===== config.mk =====
export PLATFORM = sky130hd
export DESIGN_NAME = us_echo_emulator
export DESIGN_NICKNAME = d
export VERILOG_FILES = /design/src/rtl/us_pkg.sv /design/src/rtl/sync2.sv /design/src/rtl/us_echo_emulator.sv
export SDC_FILE = /design/constraint.sdc
export NUM_CORES = 1
export LEC_CHECK = 0
export CAP_MARGIN = 20
export CORE_MARGIN = 2
export CORE_UTILIZATION = 60
export CTS_CLUSTER_SIZE = 16
export DETAILED_ROUTE_END_ITERATION = 10
export GPL_TIMING_DRIVEN = 0
export PLACE_DENSITY = 0.8
export SYNTH_ARGS = -nofsm -noshare
export SYNTH_HDL_FRONTEND = slang
export SYNTH_SLANG_ARGS = --single-unit

===== constraint.sdc =====
create_clock -name clock -period 6.4 [get_ports clock]
set_input_delay 1.28 -clock clock [delete_from_list [all_inputs] [get_ports clock]]
set_output_delay 1.28 -clock clock [all_outputs]
set_load 0.02 [all_outputs]

===== src/rtl/us_pkg.sv =====
// Shared definitions for the ultrasonic ranging path: FSM state encoding and
// default timing constants (50 MHz clock) used by the emulator and benches.
package us_pkg;

    // Responder states. IDLE waits for a trigger, TRIG_HI measures its width,
    // DELAY stands in for the 40 kHz burst, ECHO drives the echo pulse.
    typedef enum logic [1:0] {
        ST_IDLE    = 2'd0,
        ST_TRIG_HI = 2'd1,
        ST_DELAY   = 2'd2,
        ST_ECHO    = 2'd3
    } us_state_e;

    localparam int TRIG_MIN_CYCLES    = 500;      // 10 us minimum trigger
    localparam int BURST_DELAY_CYCLES = 12500;    // 250 us trigger-fall to echo-rise
    localparam int CYCLES_PER_CM      = 2900;     // 58 us of echo per centimetre
    localparam int NO_OBJ_CYCLES      = 1900000;  // 38 ms no-object timeout

endpackage


===== src/rtl/sync2.sv =====
// Generic two-flop synchronizer for bringing an asynchronous level into the
// clock domain. Both stages clear to 0 on synchronous reset.
module sync2 #(
    parameter int W = 1
) (
    input  logic         clk,
    input  logic         rst,
    input  logic [W-1:0] d,
    output logic [W-1:0] q
);

    logic [W-1:0] meta_d, meta_q;
    logic [W-1:0] sync_d, sync_q;

    // Next values: first stage samples the raw input, second stage the first.
    always_comb begin
        meta_d = d;
        sync_d = meta_q;
    end

    // Synchronizer registers with synchronous reset.
    always_ff @(posedge clk) begin
        if (rst) begin
            meta_q <= '0;
            sync_q <= '0;
        end else begin
            meta_q <= meta_d;
            sync_q <= sync_d;
        end
    end

    assign q = sync_q;

endmodule


===== src/rtl/us_echo_emulator.sv =====
// Ultrasonic sensor emulator: measures the trigger pulse from the ranging
// controller and, for a valid trigger, answers with an echo pulse whose
// width encodes distance_cm (or the no-object timeout when it is 0).
// One down-counter is shared by the trigger-width, burst-delay and echo
// phases; the distance multiply happens once, when the trigger is accepted.
module us_echo_emulator #(
    parameter int TRIG_MIN_CYCLES    = us_pkg::TRIG_MIN_CYCLES,
    parameter int BURST_DELAY_CYCLES = us_pkg::BURST_DELAY_CYCLES,
    parameter int CYCLES_PER_CM      = us_pkg::CYCLES_PER_CM,
    parameter int NO_OBJ_CYCLES      = us_pkg::NO_OBJ_CYCLES,
    parameter int CNT_W              = 21
) (
    input  logic             clock,
    input  logic             reset,
    input  logic             trig,
    input  logic [5:0]       distance_cm,
    output logic             echo,
    output logic             busy,
    output logic [7:0]       meas_count,
    output us_pkg::us_state_e dbg_state
);

    import us_pkg::*;

    typedef logic [CNT_W-1:0] cnt_t;

    // Counter load values. Each phase loads N-1 and finishes on the cycle the
    // counter reads zero, so a phase of N cycles ends exactly N edges later.
    // The trigger load accounts for the IDLE cycle that first saw trig_s high.
    localparam cnt_t TRIG_LOAD  = cnt_t'(TRIG_MIN_CYCLES - 1);
    localparam cnt_t DELAY_LOAD = cnt_t'(BURST_DELAY_CYCLES - 1);
    localparam cnt_t NO_OBJ_LEN = cnt_t'(NO_OBJ_CYCLES);
    localparam cnt_t PER_CM     = cnt_t'(CYCLES_PER_CM);
    localparam cnt_t ONE        = cnt_t'(1);

    logic      trig_s;
    us_state_e state_d, state_q;
    cnt_t      cnt_d, cnt_q;
    cnt_t      echo_len_d, echo_len_q;
    cnt_t      dist_len;
    logic      echo_d, echo_q;
    logic      busy_d, busy_q;
    logic [7:0] meas_count_d, meas_count_q;

    sync2 #(.W(1)) u_trig_sync (
        .clk (clock),
        .rst (reset),
        .d   (trig),
        .q   (trig_s)
    );

    // Echo length for a non-zero distance; parameters guarantee it fits CNT_W.
    assign dist_len = cnt_t'(distance_cm) * PER_CM;

    // Next-state and output logic for the trigger/delay/echo sequence.
    always_comb begin
        state_d      = state_q;
        cnt_d        = cnt_q;
        echo_len_d   = echo_len_q;
        echo_d       = echo_q;
        busy_d       = busy_q;
        meas_count_d = meas_count_q;
        case (state_q)
            ST_IDLE: begin
                if (trig_s) begin
                    state_d = ST_TRIG_HI;
                    cnt_d   = TRIG_LOAD;
                end
            end
            ST_TRIG_HI: begin
                if (trig_s) begin
                    // Saturate at zero: long triggers are simply valid.
                    if (cnt_q != '0) begin
                        cnt_d = cnt_q - ONE;
                    end
                end else if (cnt_q == '0) begin
                    state_d    = ST_DELAY;
                    cnt_d      = DELAY_LOAD;
                    busy_d     = 1'b1;
                    echo_len_d = (distance_cm == 6'd0) ? NO_OBJ_LEN : dist_len;
                end else begin
                    // Runt trigger: drop it silently.
                    state_d = ST_IDLE;
                    cnt_d   = '0;
                end
            end
            ST_DELAY: begin
                if (cnt_q == '0) begin
                    state_d = ST_ECHO;
                    echo_d  = 1'b1;
                    cnt_d   = echo_len_q - ONE;
                end else begin
                    cnt_d = cnt_q - ONE;
                end
            end
            ST_ECHO: begin
                if (cnt_q == '0) begin
                    state_d      = ST_IDLE;
                    echo_d       = 1'b0;
                    busy_d       = 1'b0;
                    meas_count_d = meas_count_q + 8'd1;
                end else begin
                    cnt_d = cnt_q - ONE;
                end
            end
            default: begin
                state_d = ST_IDLE;
                cnt_d   = '0;
            end
        endcase
    end

    // State, counter and registered outputs; reset truncates any pulse.
    always_ff @(posedge clock) begin
        if (reset) begin
            state_q      <= ST_IDLE;
            cnt_q        <= '0;
            echo_len_q   <= '0;
            echo_q       <= 1'b0;
            busy_q       <= 1'b0;
            meas_count_q <= 8'd0;
        end else begin
            state_q      <= state_d;
            cnt_q        <= cnt_d;
            echo_len_q   <= echo_len_d;
            echo_q       <= echo_d;
            busy_q       <= busy_d;
            meas_count_q <= meas_count_d;
        end
    end

    assign echo       = echo_q;
    assign busy       = busy_q;
    assign meas_count = meas_count_q;
    assign dbg_state  = state_q;

endmodule

==> results.cfg <==
[critical_path]
crit_path_start_kind = primary input
worstSetupPathType = in -> reg
r2r_setup_slack_ns = 3.19
cp.required_ns = 6.58
r2r_end = cnt_q[16]$_SDFFE_PP0P_
r2r-start = cnt_q[0]$_SDFFE_PP0P_
cp_max_fo = 6
end_kind = register
rr_worst_depth = 8
critPathArrivalTime_ns = 4.74

[sta]
tns_ns = 0
maxSlewHeadroom_pct = 27.38
fin_crit_sh_pct = 71.22
hold_viol = 0
period_minus_slack_ns = 4.558
skew_ns = 0.01314
grt_setup_unrepaired = false
worst_pin_slew_ns = 1.081
clock.fmax_mhz = 219.4
setup_viol_count_final = 0
slew_violations = 0

[cells_and_area]
final_nets = 607
final_cell_area_um2 = 4476
areaGrowthSynthToFinish_pct = 9.690
drive_above_1_share_pct = 5.063
n_fill_cell = 596
antenna_cells = 0

[placed_design]
port_buffers = 19
dp_hpwl_um = 9702
finalWeightedCongestion = 1.029
place_area_um2 = 4370

[power]
peakVddDrop_mv = 0.1537
p_per_area_nw_per_um2 = 239.4
power_leakage_nw = 1.792

[floorplanning]
chipWidth_um = 86.47
start_util_pct = 61.07
coreArea_um2 = 6681
die_h_um = 86.47
io_pins = 21
die_area_um2 = 7476
rows = 30

[synth]
synth-edff-count = 0
netlist.top_cell.by_area = dfxtp_1
ys_async_sr_fraction_pct = 0
yosys_warnings = 0
ys.flop_type = dfxtp_1
synthTopCellsByCount = nor2_1 (56), dfxtp_1 (52), o21ai_0 (46)
syn-num-nets = 580
ys_seq_area_share_pct = 25.51
netlist_area_um2 = 4080
yosysMostFrequentCell = nor2_1
synthDominantCellAreaShare_pct = 25.51
synthTopCellsByArea = dfxtp_1 (26%), ha_1 (12%), o21ai_0 (5.6%), nor2_1 (5.2%), xor2_1 (4.1%)
ys_ff_latch = 52
synth.avg_cell_area_um2 = 7.772
synthCells = 525
synth.distinct_cells = 65

[cts]
path_clk_slew_ns = 0.11
postCtsSetupRepairBufs = 0
cts_root_buf = clkbuf_8
ctsHtreeMaxLevel = 2
clk_latency_ns = 0.32
tritoncts = done
clock-sinks = 52
cts_made_buffers = 5
cts-resized-gates = 0
hold_buffers = 0
cts_buffer_depth = 2

[detailed_routing]
via_per_inst = 6.651
drt-total-wl_um = 12440
antenna_left = 0
drtIter0Drc = 347
wl_per_cell_um = 19.66
vias = 4210
drc = 0
firstDrtPassIters = 5

[flow_run]
drv_cap = 0

[global_route]
grt_pass1_wl_um = 20230
grtUsageTotal_pct = 34.33
overflow = 0
antenna_found_initial = 0
grt_pass1_vias = 4020
grt_max_degree = 20

[outcome]
status = finished, final reports clean

[hold_path]
whs_path_depth = 1
whs_endpoint = u_trig_sync.q$_SDFF_PP0_
worstHoldStart = u_trig_sync.meta_q$_SDFF_PP0_
worstHoldPathType = reg -> reg
==> per-stage QoR <==
step | util [%] | total power [W] | cells | worst slack (ns) | hold WS, ns
final | 66.99 | 0.001072 | 633 | 1.842 | 0.4759
after global routing | 66.99 | 0.001134 | 633 | 1.597 | 0.4850
after CTS | 66.87 | 0.001060 | 632 | 1.849 | 0.4843
after detailed placement | 65.41 | 0.0008510 | 624 | 1.529 | 0.4611
after global placement | 65.41 | 0.0008429 | 624 | 1.614 | 0.4243
after floorplan | - | 0.0007174 | 525 | 2.483 | 0.4138
==> worst max-delay path: stages <==
cell,delay [ns]
clkdlybuf4s50_1,0.56
ha_1,0.31
xor2_1,0.22
ha_1,0.24
or2_2,0.30
fa_1,0.45
ha_1,0.36
o21ai_0,0.13
o21ai_0,0.27
nand2_1,0.14
o21ai_0,0.30
o221ai_1,0.17
==> cells by family after synthesis <==
logic type               share of synthesized area (%)
AO/OA/AOI/OAI                                    19.66
AND/OR/NAND/NOR                                  27.66
XOR/XNOR                                         6.440
adder cells (fa/ha/maj)                          15.39
buffers and inverters                            5.090
multiplexers                                    0.2453
flip-flops                                       25.51
==> where the power goes <==
part / internal [W] / switching [W]
combinational: 0.000183 / 0.000319
clock: 0.0000830 / 0.000130
sequential: 0.000338 / 0.0000185
==> area by class of cell <==
| type | count | area, µm² | area share [%] |
|---|---|---|---|
| buffer | 20 | 83.83 | 1.873 |
| tap | 80 | 100.1 | 2.237 |
| clock buffer | 5 | 68.82 | 1.538 |
| sequential | 52 | 1041 | 23.26 |
| timing repair buffer | 20 | 197.7 | 4.417 |
| clock inverter | 3 | 28.78 | 0.6430 |
| multi-input combinational | 420 | 2831 | 63.27 |
| inverter | 33 | 123.9 | 2.768 |
==> routing by layer <==
layer,part of all wire (%),vias up,track usage (%)
met3,6.4,45,4.476
met5,0,-,0
met4,4.0,0,15.48
li1,-,1979,-
met2,49,201,59.51
met1,41,1985,42.35
==> registers in the layout, indices dropped and copies added (netlist names), named ones only <==
signal	flops
dbg_state	1
busy	1
echo_len_q	17
cnt_q	21
u_trig_sync.meta_q	1
u_trig_sync.q	1
echo	1
meas_count	8
==> worst max-delay path by stage <==
stage	startpoint	to	slack [ns]	cells past startpoint
2_1_floorplan	distance_cm[3]	echo_len_q[16]$_SDFFE_PP0P_	2.48	12
3_3_place_gp	distance_cm[3]	echo_len_q[15]$_SDFFE_PP0P_	1.61	12
3_5_place_dp	distance_cm[3]	echo_len_q[17]$_SDFFE_PP0P_	1.53	12
4_1_cts	distance_cm[3]	echo_len_q[17]$_SDFFE_PP0P_	1.85	12
5_1_grt	distance_cm[3]	echo_len_q[17]$_SDFFE_PP0P_	1.60	12
6_report	distance_cm[3]	echo_len_q[17]$_SDFFE_PP0P_	1.84	12
==> placed cells by master, fill, tap and decap left out, drive strengths merged, types with 5 or more instances in the layout <==
| master | netlist | layout |
|---|---|---|
| or4 | 9 | 9 |
| nor2 | 56 | 56 |
| nor4 | 18 | 18 |
| nor2b | 6 | 6 |
| dfxtp | 52 | 52 |
| a21oi | 30 | 30 |
| o21ai | 47 | 47 |
| a21o | 5 | 5 |
| xnor2 | 11 | 11 |
| clkbuf | 17 | 23 |
| fa | 7 | 7 |
| nand2 | 38 | 38 |
| nand4 | 9 | 9 |
| ha | 39 | 39 |
| a311oi | 5 | 5 |
| nand3 | 20 | 20 |
| clkdlybuf4s50 | 0 | 19 |
| or2 | 5 | 5 |
| xor2 | 19 | 19 |
| or3 | 7 | 7 |
| nor3 | 29 | 29 |
| a211oi | 9 | 9 |
| inv | 32 | 35 |
Power figures use the tool's default switching activity.
